===== src/rtl/x1t_video_pkg.sv =====
// Shared 1FE0 bit positions and the 3-bit digital colour type for the X1turbo video mixer.
// Pure definitions: no logic, no timing, no flow control.
package x1t_video_pkg;

  localparam int BLK_COL_LSB = 0;
  localparam int BLK_COL_MSB = 2;
  localparam int TXT_BLK     = 3;
  localparam int GR0_BLK     = 4;
  localparam int GR1_BLK     = 5;
  localparam int BRD_BLK     = 6;

  typedef logic [2:0] col_t;

endpackage


===== src/rtl/x1t_black_mask.sv =====
// Per-layer black-colour mask: a non-zero colour equal to the black colour becomes transparent.
// Combinational, zero latency, no backpressure.
module x1t_black_mask
  import x1t_video_pkg::*;
(
  input  col_t col_i,
  input  col_t black_col_i,
  input  logic enable_i,
  output col_t col_o
);

  always_comb begin
    col_o = col_i;
    if (enable_i && (col_i != 3'd0) && (col_i == black_col_i)) begin
      col_o = 3'd0;
    end
  end

endmodule


===== src/rtl/x1t_mode_video.sv =====
// Shadows 1FD0/1FE0 into the video domain at vblank start, masks and priority-mixes text/GR0/GR1.
// Latency 2 (1 with PIPE_BYPASS); I_PIX_EN is a free-running strobe, no backpressure.
module x1t_mode_video
  import x1t_video_pkg::*;
#(
  parameter bit PIPE_BYPASS = 1'b0
) (
  input  logic       CLK,
  input  logic       I_RESET_N,
  input  logic [7:0] I_MODE_1FD0,
  input  logic [6:0] I_MODE_1FE0,
  input  logic       I_VBLANK,
  input  logic       I_PIX_EN,
  input  col_t       I_TXT_COL,
  input  col_t       I_GR0_COL,
  input  col_t       I_GR1_COL,
  input  logic       I_DISP_EN,
  output col_t       O_RGB,
  output logic       O_RGB_EN,
  output logic [7:0] O_MODE_ACT,
  output logic       O_PENDING,
  output logic       O_COMMIT
);

  logic       vblank_q, vblank_d;
  logic       vb_rise;
  logic [7:0] shadow_fd0_q, shadow_fd0_d;
  logic [6:0] shadow_fe0_q, shadow_fe0_d;
  logic       commit_q, commit_d;
  logic       pending_q, pending_d;

  logic       s1_vld_q, s1_vld_d;
  col_t       s1_txt_q, s1_txt_d;
  col_t       s1_gr0_q, s1_gr0_d;
  col_t       s1_gr1_q, s1_gr1_d;
  logic       s1_brd_q, s1_brd_d;
  logic       s1_disp_q, s1_disp_d;

  col_t       rgb_q, rgb_d;
  logic       rgb_en_q, rgb_en_d;
  col_t       mix;

  col_t       m_txt, m_gr0, m_gr1;
  col_t       black_col;

  // Masking always uses the committed shadow, never the live CPU latch.
  assign black_col = shadow_fe0_q[BLK_COL_MSB:BLK_COL_LSB];

  x1t_black_mask u_mask_txt (
    .col_i       (I_TXT_COL),
    .black_col_i (black_col),
    .enable_i    (shadow_fe0_q[TXT_BLK]),
    .col_o       (m_txt)
  );

  x1t_black_mask u_mask_gr0 (
    .col_i       (I_GR0_COL),
    .black_col_i (black_col),
    .enable_i    (shadow_fe0_q[GR0_BLK]),
    .col_o       (m_gr0)
  );

  x1t_black_mask u_mask_gr1 (
    .col_i       (I_GR1_COL),
    .black_col_i (black_col),
    .enable_i    (shadow_fe0_q[GR1_BLK]),
    .col_o       (m_gr1)
  );

  always_comb begin
    vblank_d     = I_VBLANK;
    vb_rise      = I_VBLANK & ~vblank_q;
    shadow_fd0_d = shadow_fd0_q;
    shadow_fe0_d = shadow_fe0_q;
    commit_d     = vb_rise;
    pending_d    = (I_MODE_1FD0 != shadow_fd0_q) || (I_MODE_1FE0 != shadow_fe0_q);
    if (vb_rise) begin
      shadow_fd0_d = I_MODE_1FD0;
      shadow_fe0_d = I_MODE_1FE0;
    end

    // Stage-1 data holds while the strobe is idle; only the valid bit drops.
    s1_vld_d  = I_PIX_EN;
    s1_txt_d  = s1_txt_q;
    s1_gr0_d  = s1_gr0_q;
    s1_gr1_d  = s1_gr1_q;
    s1_brd_d  = s1_brd_q;
    s1_disp_d = s1_disp_q;
    if (I_PIX_EN) begin
      s1_txt_d  = m_txt;
      s1_gr0_d  = m_gr0;
      s1_gr1_d  = m_gr1;
      s1_brd_d  = ~I_DISP_EN & shadow_fe0_q[BRD_BLK];
      s1_disp_d = I_DISP_EN;
    end

    if (s1_brd_q || !s1_disp_q) begin
      mix = 3'd0;
    end else if (s1_txt_q != 3'd0) begin
      mix = s1_txt_q;
    end else if (s1_gr0_q != 3'd0) begin
      mix = s1_gr0_q;
    end else begin
      mix = s1_gr1_q;
    end

    rgb_d    = s1_vld_q ? mix : rgb_q;
    rgb_en_d = s1_vld_q;
  end

  always_ff @(posedge CLK or negedge I_RESET_N) begin
    if (!I_RESET_N) begin
      vblank_q     <= 1'b1;
      shadow_fd0_q <= 8'h00;
      shadow_fe0_q <= 7'h00;
      commit_q     <= 1'b0;
      pending_q    <= 1'b0;
      s1_vld_q     <= 1'b0;
      s1_txt_q     <= 3'd0;
      s1_gr0_q     <= 3'd0;
      s1_gr1_q     <= 3'd0;
      s1_brd_q     <= 1'b0;
      s1_disp_q    <= 1'b0;
      rgb_q        <= 3'd0;
      rgb_en_q     <= 1'b0;
    end else begin
      vblank_q     <= vblank_d;
      shadow_fd0_q <= shadow_fd0_d;
      shadow_fe0_q <= shadow_fe0_d;
      commit_q     <= commit_d;
      pending_q    <= pending_d;
      s1_vld_q     <= s1_vld_d;
      s1_txt_q     <= s1_txt_d;
      s1_gr0_q     <= s1_gr0_d;
      s1_gr1_q     <= s1_gr1_d;
      s1_brd_q     <= s1_brd_d;
      s1_disp_q    <= s1_disp_d;
      rgb_q        <= rgb_d;
      rgb_en_q     <= rgb_en_d;
    end
  end

  assign O_RGB      = PIPE_BYPASS ? mix : rgb_q;
  assign O_RGB_EN   = PIPE_BYPASS ? s1_vld_q : rgb_en_q;
  assign O_MODE_ACT = shadow_fd0_q;
  assign O_PENDING  = pending_q;
  assign O_COMMIT   = commit_q;

endmodule

===== config.mk =====
export PLATFORM = sky130hd
export DESIGN_NAME = x1t_mode_video
export DESIGN_NICKNAME = d
export VERILOG_FILES = /design/src/rtl/x1t_video_pkg.sv /design/src/rtl/x1t_black_mask.sv /design/src/rtl/x1t_mode_video.sv
export SDC_FILE = /design/constraint.sdc
export NUM_CORES = 1
export LEC_CHECK = 0
export BUFFER_PORTS_ARGS = -buffer_cell sky130_fd_sc_hd__buf_4
export CORE_UTILIZATION = 47
export DETAILED_ROUTE_END_ITERATION = 8
export HOLD_SLACK_MARGIN = 0.12
export PLACE_DENSITY = 0.84
export SYNTH_ARGS = -nofsm -noshare
export SYNTH_HDL_FRONTEND = slang
export SYNTH_SLANG_ARGS = --single-unit

===== constraint.sdc =====
create_clock -name CLK -period 1.25 [get_ports CLK]
set_input_delay 0.0625 -clock CLK [delete_from_list [all_inputs] [get_ports CLK]]
set_output_delay 0.0625 -clock CLK [all_outputs]
set_load 0.01 [all_outputs]

==> Word level (Yosys, flattened, before mapping) <==
Cells that the tools add are included.
{ "totals": {"ff_bits": 34, "latchBits": 0, "ramBits": 0, "romBits": 0, "in_bits": 29, "elab_cells": 42, "memories": 0} }
{ "op_classes": {"add_sub_neg": 0, "n_mul": 0, "n_div": 0, "n_lt_le_gt_ge": 0, "n_eq_ne": 5, "shifts": 0, "mux": 6, "bitwise_logic": 4, "reduce_logical": 14} }
{ "ops": {"columns": ["operator", "n"], "rows": [
  ["3-bit 2-to-1 mux", 6],
  ["3-bit nonzero test", 5],
  ["3-bit == test", 3],
  ["8-bit != test", 1],
  ["7-bit != test", 1],
  ["1-bit logical AND", 6],
  ["1-bit AND", 2],
  ["1-bit logical OR", 2],
  ["1-bit inverter", 2],
  ["1-bit zero test", 1]
]} }

==> Logic depth before layout (Yosys ltp) <==
Gate-level depths: netlist of the first run.
{ "logic_depth": {"ltp_word": 4, "depth_mapped": 4} }

==> By module <==
Synthesis of the first run repeated with hierarchy kept, for this count alone.
{ "unflattened": {"cells_unflattened": 131, "area_unflattened_um2": 1690.4} }
{ "modules_own_cells": {"columns": ["module", "n_inst", "cells_per_inst", "area_per_inst_um2"], "rows": [
  ["x1t_mode_video", 1, 104, 1498.9],
  ["x1t_black_mask", 3, 9, 63.8]
]} }

==> Worst setup path after synthesis of the first run <==
OpenSTA, ideal clock, no wires.
{ "synth_timing": {"path_type": "register to register", "start": "reg vblank_q", "end": "reg shadow_fd0_q[5], in the netlist O_MODE_ACT[5]", "setup_ns": 0.125, "arrival_time_ns": 1.099, "slack_ns": 0.026, "stages_incl_launch_ff": 5, "n_path_buf": 2, "path_cell_list": "dfstp_2 -> nor2b_4 -> buf_6 -> buf_12 -> mux2_4"} }
{ "synth_via": {"elab_chain_cells": 2} }
{ "synth_rtl": {"columns": ["element", "line", "rtl"], "rows": [
  ["start: declaration", "x1t_mode_video.sv:25", "logic vblank_q, vblank_d;"],
  ["start signal: assignment", "x1t_mode_video.sv:127", "vblank_q <= vblank_d;"],
  ["1-bit inverter", "x1t_mode_video.sv:72", "vb_rise = I_VBLANK & ~vblank_q;"],
  ["1-bit AND", "x1t_mode_video.sv:72", null],
  ["named net commit_d", "x1t_mode_video.sv:29", "logic commit_q, commit_d;"],
  ["end signal: assignment", "x1t_mode_video.sv:128", "shadow_fd0_q <= shadow_fd0_d;"],
  ["end: declaration", "x1t_mode_video.sv:27", "logic [7:0] shadow_fd0_q, shadow_fd0_d;"]
]} }
The timed path passes the listed nets, and every way through them passes these cells.
A chain may end at the register's enable or synchronous reset.

==> Final worst setup path of the first run <==
{ "layout_timing": {"start": "reg vblank_q", "end": "reg shadow_fe0_q[2]"} }
{ "layout_via": {"elab_chain_cells": 2} }
{ "layout_rtl": {"columns": ["element", "line", "rtl"], "rows": [
  ["1-bit inverter", "x1t_mode_video.sv:72", null],
  ["1-bit AND", "x1t_mode_video.sv:72", null],
  ["end signal: assignment", "x1t_mode_video.sv:129", "shadow_fe0_q <= shadow_fe0_d;"],
  ["end: declaration", "x1t_mode_video.sv:28", "logic [6:0] shadow_fe0_q, shadow_fe0_d;"]
]} }
No other way between the ends.

==> flow_summary.toml, run 1 <==
[run_status]
outcome = "complete, no violations"

[sta]
crit_share_post_route = 0.9378
grt_setup_unrepaired = "false"
finalMaxSlewViolations = 0
finalCriticalPeriod_ps = 1172
transition_time_at_the_pin_with_the_least_slew_margin_ps = 414.4
hold_viol_final = 0
relative_slew_slack = 0.7238
final-setup-viol-count = 0
fin_skew_ps = 7.007
max_freq_mhz = 853.1
hold_ws_ps = 196.4

[drt]
final_antenna_net_count = 0
route.vias.total = 1305
initialDrtViolationCount = 87
first_pass_iters = 4
wirelength_um = 3731
drc_errors = 0
detail_route.vias_per_cell = 5.078
post_dr_wirelength_cell_um = 14.52

[critical_path]
critPathMaxStageDelay_ps = 570
timing.critical_path.cells = "nor2b_4 > buf_4 > mux2_4"
path_delay_family = "flip-flops"
required_ps = 1470
timing.rr.start = "vblank_q$_DFF_PN1_"
crit_type = "reg2reg"
critPathArrivalTime_ps = 1390
critical_path.max_fanout = 4
worst_setup_path_end_kind = "flop"
cpMaxStageDelayCell = "sky130_fd_sc_hd__dfstp_2"
critPathLaunch = "vblank_q$_DFF_PN1_"
critical_path_source_type = "flop"
cp.buffers_inverters = 1

[yosys]
synth.mux.area_fraction = 0.1774
synth.avg_cell_area_um2 = 12.51
post_synth_fa_ha_maj_area_fraction = 0
synth_area_in_xor_xnor = 0.1073
post_synth_inst_count = 137
ys_warn_count = 0
syn-num-nets = 166
synth_compound_area_frac = 0.08175
yosysUniqueCellTypes = 29
seq_area_frac_synth = 0.4971
synth.ff_latch_count = 34
syn_area_mm2 = 0.001714
combinational_family_with_the_most_area_after_synthesis = "multiplexers"
post_synth_and_or_nand_nor_area_fraction = 0.09416

[cells_and_area]
seqCellArea_um2 = 852.1
nets = 239
final_layout_size_suffix_gt1_frac = 0.3555
multiInputGateArea_um2 = 795.8
area_delta_synth_final_pct = 40.00
finish.utilization = 0.7026
filler_cell_count = 261
antenna_cells_inserted = 0

[placement]
place_congestion = 0.7384
port-buffer-count = 42
place_hpwl_um = 2482

[min_path]
timing.hold.worst.class = "in2async"

[clock_network]
cts_inserted_buffers = 5
cts_tree = "built"
cts.clk_slew.worst_paths_ps = 100
clk_latency_ps = 330
cts-root-to-sink-buffers = 2
cts_max_level = 2
clock_sinks = 34
clk_root_buffer_cell = "sky130_fd_sc_hd__clkbuf_4"

[floorplanning]
core.rowCount = 21
pin_count = 43
core_region_area_mm2 = 0.003416
die_area_mm2 = 0.003893
die_height_um = 62.39
floorplan.initialDensity = 0.5018
die_w_um = 62.39

[grt]
grt_pass1_wl_um = 6465
grt_pass1_vias = 1443
grt_start_max_net_pins = 35
track_usage = 0.2168
antenna_found_initial = 0
grt-ovfl-total = 0

[run]
timing.max_cap.violations = 0

[power_and_ir_drop]
powerDensity_mw_per_mm2 = 1143
static-leakage-power_uw = 0.001095
post-layout-total-power_uw = 2744
worst_ir_drop_vdd_mv = 0.8201
[layout make-up]
type	instances	area share
clock buffers	7	0.02294
clock inverters	1	0.002086
inverters	1	0.001564
multi-input cells	95	0.3316
flip-flops and latches	34	0.3551
well taps	46	0.02398
repair buffers	73	0.2628
[layer usage]
layer  global-route usage  share of wire
met1               0.2452           0.41
met2               0.3887           0.51
met3              0.06387          0.059
met4              0.07267          0.017
met5                    0              0
[power by group]
group | leakage, µW | switching [µW] | internal [µW]
Sequential | 0.000401 | 139 | 1240
Clock | 0.0000353 | 360 | 272
Combinational | 0.000658 | 294 | 439
[cells in the final DEF, fill, tap and decap left out, types with 2 or more instances in the layout]
cell                            count
sky130_fd_sc_hd__and3_4             3
sky130_fd_sc_hd__nor4_1             2
sky130_fd_sc_hd__buf_4             44
sky130_fd_sc_hd__mux2_2             7
sky130_fd_sc_hd__a31oi_1           12
sky130_fd_sc_hd__nand2_1            3
sky130_fd_sc_hd__clkbuf_4           5
sky130_fd_sc_hd__a21oi_1            3
sky130_fd_sc_hd__nor2_1             5
sky130_fd_sc_hd__mux2i_1            9
sky130_fd_sc_hd__mux2_4             9
sky130_fd_sc_hd__nor2b_1            3
sky130_fd_sc_hd__xor2_1            15
sky130_fd_sc_hd__dfrtp_1           33
sky130_fd_sc_hd__o21ai_0            6
sky130_fd_sc_hd__xnor2_1            6
sky130_fd_sc_hd__o21bai_1           2
sky130_fd_sc_hd__dlygate4sd3_1     28
[stage by stage]
stage	setup slack, ps	instance area (µm²)	instances	TNS [ps]
finish	77.78	2400	257	0
global route	9.681	2400	257	0
CTS	19.04	2394	257	0
detailed placement	-83.86	2026	219	-759.5
global placement	-51.81	2026	219	-314.0
floorplan	26.16	1714	137	0
[logic make-up after synthesis]
group,after synthesis
xor gates and xnor gates,21
and+or+nand+nor,25
AOI/OAI and AO/OA,24
DFF,34
muxes,25
buffers and inverters,8
[flip-flops by register name, summed over array words and instances (netlist names)]
name          count
O_RGB_EN          1
s1_gr0_q          3
s1_brd_q          1
vblank_q          1
O_MODE_ACT        8
O_COMMIT          1
rgb_en_d          1
s1_txt_q          3
s1_gr1_q          3
s1_disp_q         1
shadow_fe0_q      7
O_PENDING         1
O_RGB             3
[cell usage after synthesis]
master,instances,area (µm²)
sky130_fd_sc_hd__or2_2,1,6.260
sky130_fd_sc_hd__clkbuf_1,1,3.750
sky130_fd_sc_hd__nor2b_1,3,18.77
sky130_fd_sc_hd__nor2b_4,1,13.76
sky130_fd_sc_hd__a21oi_1,3,15.01
sky130_fd_sc_hd__o21ai_0,7,35.03
sky130_fd_sc_hd__nand4b_1,1,8.760
sky130_fd_sc_hd__nand3_1,1,5.000
sky130_fd_sc_hd__nand4_1,1,6.260
sky130_fd_sc_hd__nor4_1,3,18.77
sky130_fd_sc_hd__dfstp_2,1,26.28
sky130_fd_sc_hd__a31oi_1,12,75.07
sky130_fd_sc_hd__inv_1,1,3.750
sky130_fd_sc_hd__dfrtp_1,33,825.8
sky130_fd_sc_hd__and2b_1,1,7.510
sky130_fd_sc_hd__xnor2_1,6,52.55
sky130_fd_sc_hd__mux2_4,9,135.1
sky130_fd_sc_hd__nand2_1,3,11.26
sky130_fd_sc_hd__o21bai_1,2,15.01
sky130_fd_sc_hd__xor2_1,15,131.4
sky130_fd_sc_hd__mux2_2,7,78.83
sky130_fd_sc_hd__nand3b_1,1,7.510
sky130_fd_sc_hd__buf_6,2,22.52
sky130_fd_sc_hd__nor3_1,1,5.000
sky130_fd_sc_hd__mux2i_1,9,90.09
sky130_fd_sc_hd__buf_12,1,20.02
sky130_fd_sc_hd__nor2_1,5,18.77
sky130_fd_sc_hd__and3_4,3,33.78
sky130_fd_sc_hd__buf_4,3,22.52
[final timing paths]
| check | to | slack (ps) | cells after the start |
|---|---|---|---|
| min reg2reg | s1_disp_q$_DFFE_PN0P_ | 510 | 1 |
| min | O_RGB_EN$_DFF_PN0_ | 200 | 2 |
| max | shadow_fe0_q[2]$_DFFE_PN0P_ | 80 | 3 |
| min in group CLK | vblank_q$_DFF_PN1_ | 390 | 2 |
| max reg2reg | shadow_fe0_q[2]$_DFFE_PN0P_ | 80 | 3 |
| max in group asynchronous | vblank_q$_DFF_PN1_ | 720 | 2 |
[repair_timing]
item,in CTS,in global routing
gates resized for setup,0,2
hold endpoints to repair,63,0
hold buffers,28,0
endpoints found under the setup margin,15,3
setup buffers,2,0
Note: power is estimated with default switching activity, not from simulation.
==> run 2: changes to the inputs <==
--- a/config.mk
+++ b/config.mk
@@ -6,10 +6,12 @@
 export NUM_CORES = 1
 export LEC_CHECK = 0
 export BUFFER_PORTS_ARGS = -buffer_cell sky130_fd_sc_hd__buf_4
-export CORE_UTILIZATION = 47
+export CELL_PAD_IN_SITES_DETAIL_PLACEMENT = 0
+export CELL_PAD_IN_SITES_GLOBAL_PLACEMENT = 1
+export CORE_UTILIZATION = 37
 export DETAILED_ROUTE_END_ITERATION = 8
 export HOLD_SLACK_MARGIN = 0.12
-export PLACE_DENSITY = 0.84
+export PLACE_DENSITY = 0.83
 export SYNTH_ARGS = -nofsm -noshare
 export SYNTH_HDL_FRONTEND = slang
 export SYNTH_SLANG_ARGS = --single-unit
==> flow_summary.toml, run 2 (same netlist as run 1, synthesis figures left out) <==
[clock_network]
cts_inserted_buffers = 5
clk_latency_ps = 280
post_cts_buffers = 0
cts-root-to-sink-buffers = 2
clock_sinks = 34
cts_max_level = 2
cts.clk_slew.worst_paths_ps = 70
clk_root_buffer_cell = "sky130_fd_sc_hd__clkbuf_8"
cts_tree = "built"

[grt]
grt_pass1_vias = 1358
grt_use_met2 = 0.2660
grt_start_max_net_pins = 35
antenna_found_initial = 0
global_route.usage.met1 = 0.1974
busiest_metal_layer_after_global_routing = "met2"
track_usage = 0.1589
grt-ovfl-total = 0
grtUsageMet3 = 0.04762
grt_pass1_wl_um = 6099

[critical_path]
timing.critical_path.cells = "dlygate4sd3_1 > buf_4 > xor2_1 > nor4_1 > nand4_1"
r2r_slack_ps = 70
worstReg2RegEnd = "s1_gr1_q[1]$_DFFE_PN0P_"
required_ps = 1400
worst_setup_path_end_kind = "flop"
crit_type = "in2reg"
r2r_cells = 3
timing.rr.start = "shadow_fe0_q[2]$_DFFE_PN0P_"
cpMaxStageDelayCell = "sky130_fd_sc_hd__dlygate4sd3_1"
critical_path_source_type = "input pin"
critical_path.max_fanout = 2
critPathArrivalTime_ps = 1340
critPathMaxStageDelay_ps = 550

[floorplanning]
pin_count = 43
core_region_area_mm2 = 0.004414
core.rowCount = 24
die_height_um = 70.07
die_area_mm2 = 0.004909
floorplan.initialDensity = 0.3883
die_w_um = 70.07

[cells_and_area]
antenna_cells_inserted = 0
final_common_cell = "sky130_fd_sc_hd__buf_4"
area_delta_synth_final_pct = 39.12
largest_register_ff_count = 8
layout_common_cells = "sky130_fd_sc_hd__buf_4, sky130_fd_sc_hd__dfrtp_1, sky130_fd_sc_hd__dlygate4sd3_1"
layoutNonFillerInstCount = 257
nets = 233
final_cell_area_mm2 = 0.002385
final_layout_size_suffix_gt1_frac = 0.3659

[sta]
totalNegativeSetupSlack_ps = 0
transition_time_at_the_pin_with_the_least_slew_margin_ps = 430.3
relative_slew_slack = 0.7132
crit_share_post_route = 0.9575
hold_viol_final = 0
finalCriticalPeriod_ps = 1197
max_freq_mhz = 835.5
fin_skew_ps = 5.820
timing.final.ws_setup_ps = 53.15
finalMaxSlewViolations = 0
grt_setup_unrepaired = "false"
hold_ws_ps = 140.1
final-setup-viol-count = 0

[power_and_ir_drop]
worst_ir_drop_vdd_mv = 0.6308
static-leakage-power_uw = 0.001080
powerDensity_mw_per_mm2 = 1233

[drt]
route.vias.total = 1295
initialDrtViolationCount = 45
final_antenna_net_count = 0
wirelength_um = 3709
first_pass_iters = 4
post_dr_wirelength_cell_um = 14.43
drc_errors = 0
detail_route.vias_per_cell = 5.039

[min_path]
min_delay_worst_endpoint = "s1_gr1_q[1]$_DFFE_PN0P_"
hold_path.startpoint = "I_GR1_COL[1]"
whs_path_depth = 3
timing.hold.worst.class = "in2reg"

[placement]
port-buffer-count = 42
detailed_place.area_mm2 = 0.002053
placed_cells_incl_taps = 226
place_congestion = 0.7868
pre_cts_slack_ps = 55.93
place_hpwl_um = 2595

[run_status]
outcome = "complete, no violations"

[run]
timing.max_cap.violations = 0
==> run 2: cell count changes in the layout (fill, tap and decap cells not counted), sizes merged <==
cell,delta
dlygate4sd3,-5
clkinvlp,+1
clkbuf,-1
buf,-1
==> run 2: layout make-up <==
class / count / area (µm²)
well taps: 52 / 65.06
fillers: 385 / 2029
repair buffers: 67 / 573.1
inverters: 1 / 3.754
clock inverters: 2 / 12.51
flip-flops and latches: 34 / 852.1
multi-input cells: 95 / 795.8
clock buffers: 6 / 82.58
==> run 2: how the worst max path moves through the flow <==
stage,from,end,slack (ps),cells past startpoint
after floorplan,vblank_q$_DFF_PN1_,O_MODE_ACT[5]$_DFFE_PN0P_,30,4
after global placement,O_MODE_ACT[6]$_DFFE_PN0P_,O_PENDING$_DFF_PN0_,120,3
after detailed placement,shadow_fe0_q[3]$_DFFE_PN0P_,O_PENDING$_DFF_PN0_,60,3
after CTS,shadow_fe0_q[2]$_DFFE_PN0P_,s1_gr1_q[1]$_DFFE_PN0P_,60,3
after global routing,O_MODE_ACT[6]$_DFFE_PN0P_,O_PENDING$_DFF_PN0_,7,3
final,I_MODE_1FE0[5],O_PENDING$_DFF_PN0_,50,5
==> run 2: through the flow <==
| stage | power (µW) | utilization |
|---|---|---|
| after floorplan | 1783 | - |
| after global routing | 3101 | 0.5402 |
| final | 2941 | 0.5402 |
| after detailed placement | 2052 | 0.4651 |
| after global placement | 2015 | 0.4651 |
| after CTS | 2975 | 0.5388 |
==> run 2: metal layers <==
metal	vias up	part of all wire
li1	620	-
met1	614	0.44
met2	56	0.49
met3	5	0.062
met4	0	0.0097
met5	-	0
==> run 2: worst max-delay path, delay by kind of cell <==
kind | cells | cell delay [ps]
buffers and inverters | 2 | 690
XOR/XNOR | 1 | 140
AND/OR/NAND/NOR | 2 | 440
==> run 2: power breakdown <==
part / switching (µW) / internal [µW]
registers: 138 / 1240
logic: 288 / 427
clock network: 406 / 443
==> run 2: what timing repair did <==
item                                    4_1_cts  5_1_grt
endpoints found under the setup margin        0        1
resized for setup                             0        1
hold buffers                                 23        0
hold endpoints to repair                     57        0
==> run 3: changes to the inputs <==
--- a/config.mk
+++ b/config.mk
@@ -10,6 +10,7 @@
 export CELL_PAD_IN_SITES_GLOBAL_PLACEMENT = 1
 export CORE_UTILIZATION = 37
 export DETAILED_ROUTE_END_ITERATION = 8
+export GPL_TIMING_DRIVEN = 0
 export HOLD_SLACK_MARGIN = 0.12
 export PLACE_DENSITY = 0.83
 export SYNTH_ARGS = -nofsm -noshare
==> flow_summary.toml, run 3 (same netlist as run 1, synthesis figures left out) <==
[floorplanning]
die_area_mm2 = 0.004909
core_region_area_mm2 = 0.004414
pin_count = 43
die_height_um = 70.07
floorplan.initialDensity = 0.3883
core.rowCount = 24
die_w_um = 70.07

[clock_network]
cts.clk_slew.worst_paths_ps = 70
clk_root_buffer_cell = "sky130_fd_sc_hd__clkbuf_8"
cts-root-to-sink-buffers = 2
post_cts_buffers = 0
cts_inserted_buffers = 5
cts_max_level = 2
cts_tree = "built"
clk_latency_ps = 290
clock_sinks = 34

[sta]
fin_skew_ps = 7.084
finalCriticalPeriod_ps = 1203
hold_viol_final = 0
transition_time_at_the_pin_with_the_least_slew_margin_ps = 432.1
relative_slew_slack = 0.7119
final-setup-viol-count = 0
crit_share_post_route = 0.9628
timing.final.ws_setup_ps = 46.52
finalMaxSlewViolations = 0
max_freq_mhz = 830.9

[cells_and_area]
area_delta_synth_final_pct = 39.27
largest_register_ff_count = 8
filler_cell_count = 370
multiInputGateArea_um2 = 808.3
final_layout_size_suffix_gt1_frac = 0.3720
final_cell_area_mm2 = 0.002387
layoutNonFillerInstCount = 259
layout_common_cells = "sky130_fd_sc_hd__buf_4, sky130_fd_sc_hd__dfrtp_1, sky130_fd_sc_hd__dlygate4sd3_1"
final_common_cell = "sky130_fd_sc_hd__buf_4"
nets = 235
antenna_cells_inserted = 0
seqCellArea_um2 = 852.1

[min_path]
timing.hold.worst.class = "in2reg"

[grt]
grt_pass1_vias = 1298
grt-ovfl-total = 0
grt_pass1_wl_um = 6016
track_usage = 0.1582
grt_start_max_net_pins = 35
antenna_found_initial = 0

[placement]
detailed_place.area_mm2 = 0.002095
place_congestion = 0.7567
pre_cts_slack_ps = -9.094
place_hpwl_um = 2531
placed_cells_incl_taps = 231
port-buffer-count = 42

[run_status]
outcome = "complete, no violations"

[power_and_ir_drop]
powerDensity_mw_per_mm2 = 1207
static-leakage-power_uw = 0.001081
worst_ir_drop_vdd_mv = 0.6224

[critical_path]
worst_setup_path_end_kind = "flop"
critical_path.max_fanout = 16
critPathMaxStageDelay_ps = 520
critical_path_source_type = "input pin"
cpMaxStageDelayCell = "sky130_fd_sc_hd__dlygate4sd3_1"
crit_type = "in2reg"
critPathArrivalTime_ps = 1380
timing.critical_path.cells = "dlygate4sd3_1 > buf_4 > nor2b_4 > buf_8 > mux2_2"
required_ps = 1420

[drt]
post_dr_wirelength_cell_um = 14.01
first_pass_iters = 4
drc_errors = 0
wirelength_um = 3628
route.vias.total = 1301
initialDrtViolationCount = 64
final_antenna_net_count = 0
detail_route.vias_per_cell = 5.023

[run]
timing.max_cap.violations = 0
## run 3: critical path: cells and delay by family
| family | cells | cell delay [ps] |
|---|---|---|
| buf+inv | 3 | 820 |
| mux | 1 | 350 |
| simple gates | 1 | 140 |
## run 3: stage by stage
stage          power [µW]  setup TNS (ps)  hold slack, ps  utilization
2_1_floorplan        1783               0          -233.1            -
3_3_place_gp         2040          -1.916           26.39       0.4745
3_5_place_dp         2068          -52.94           35.75       0.4745
4_1_cts              2887               0           120.7       0.5357
5_1_grt              3052          -22.13           126.9       0.5408
6_report             2882               0           117.3       0.5408
## run 3: path summary, 6_finish.rpt
check | start | endpoint | slack [ps] | depth (start not counted)
max reg2reg | shadow_fe0_q[2]$_DFFE_PN0P_ | O_PENDING$_DFF_PN0_ | 50 | 4
max | I_VBLANK | O_MODE_ACT[1]$_DFFE_PN0P_ | 50 | 5
min reg2reg | s1_disp_q$_DFFE_PN0P_ | s1_disp_q$_DFFE_PN0P_ | 510 | 1
min | I_GR0_COL[2] | s1_gr0_q[2]$_DFFE_PN0P_ | 120 | 3
min in group asynchronous | I_RESET_N | shadow_fe0_q[6]$_DFFE_PN0P_ | 260 | 2
max in group asynchronous | I_RESET_N | vblank_q$_DFF_PN1_ | 650 | 2
## run 3: power breakdown
part	total [µW]	switching (µW)	internal, µW
Sequential	1350	110	1240
Clock	766	371	395
Combinational	765	322	442
## run 3: layer usage
metal	vias to the layer above	wire length (µm)	global-route usage
li1	622	-	-
met4	0	44	0.06000
met5	-	0	0
met1	616	1576	0.1972
met3	5	245	0.03896
met2	58	1762	0.2639
## run 3: area by class of cell
class	instances	area share
sequential	34	0.3569
multi-input combinational	95	0.3386
timing repair buffer	63	0.2201
clock buffer	8	0.03354
tap	52	0.02725
buffer	6	0.02201
inverter	1	0.001572
## run 3: repair_timing
action | in CTS | in global routing
endpoints found under the hold margin | 55 | 0
cloned | 0 | 0
hold buffers | 21 | 0
resized for setup | 0 | 5
setup endpoints to repair | 9 | 6
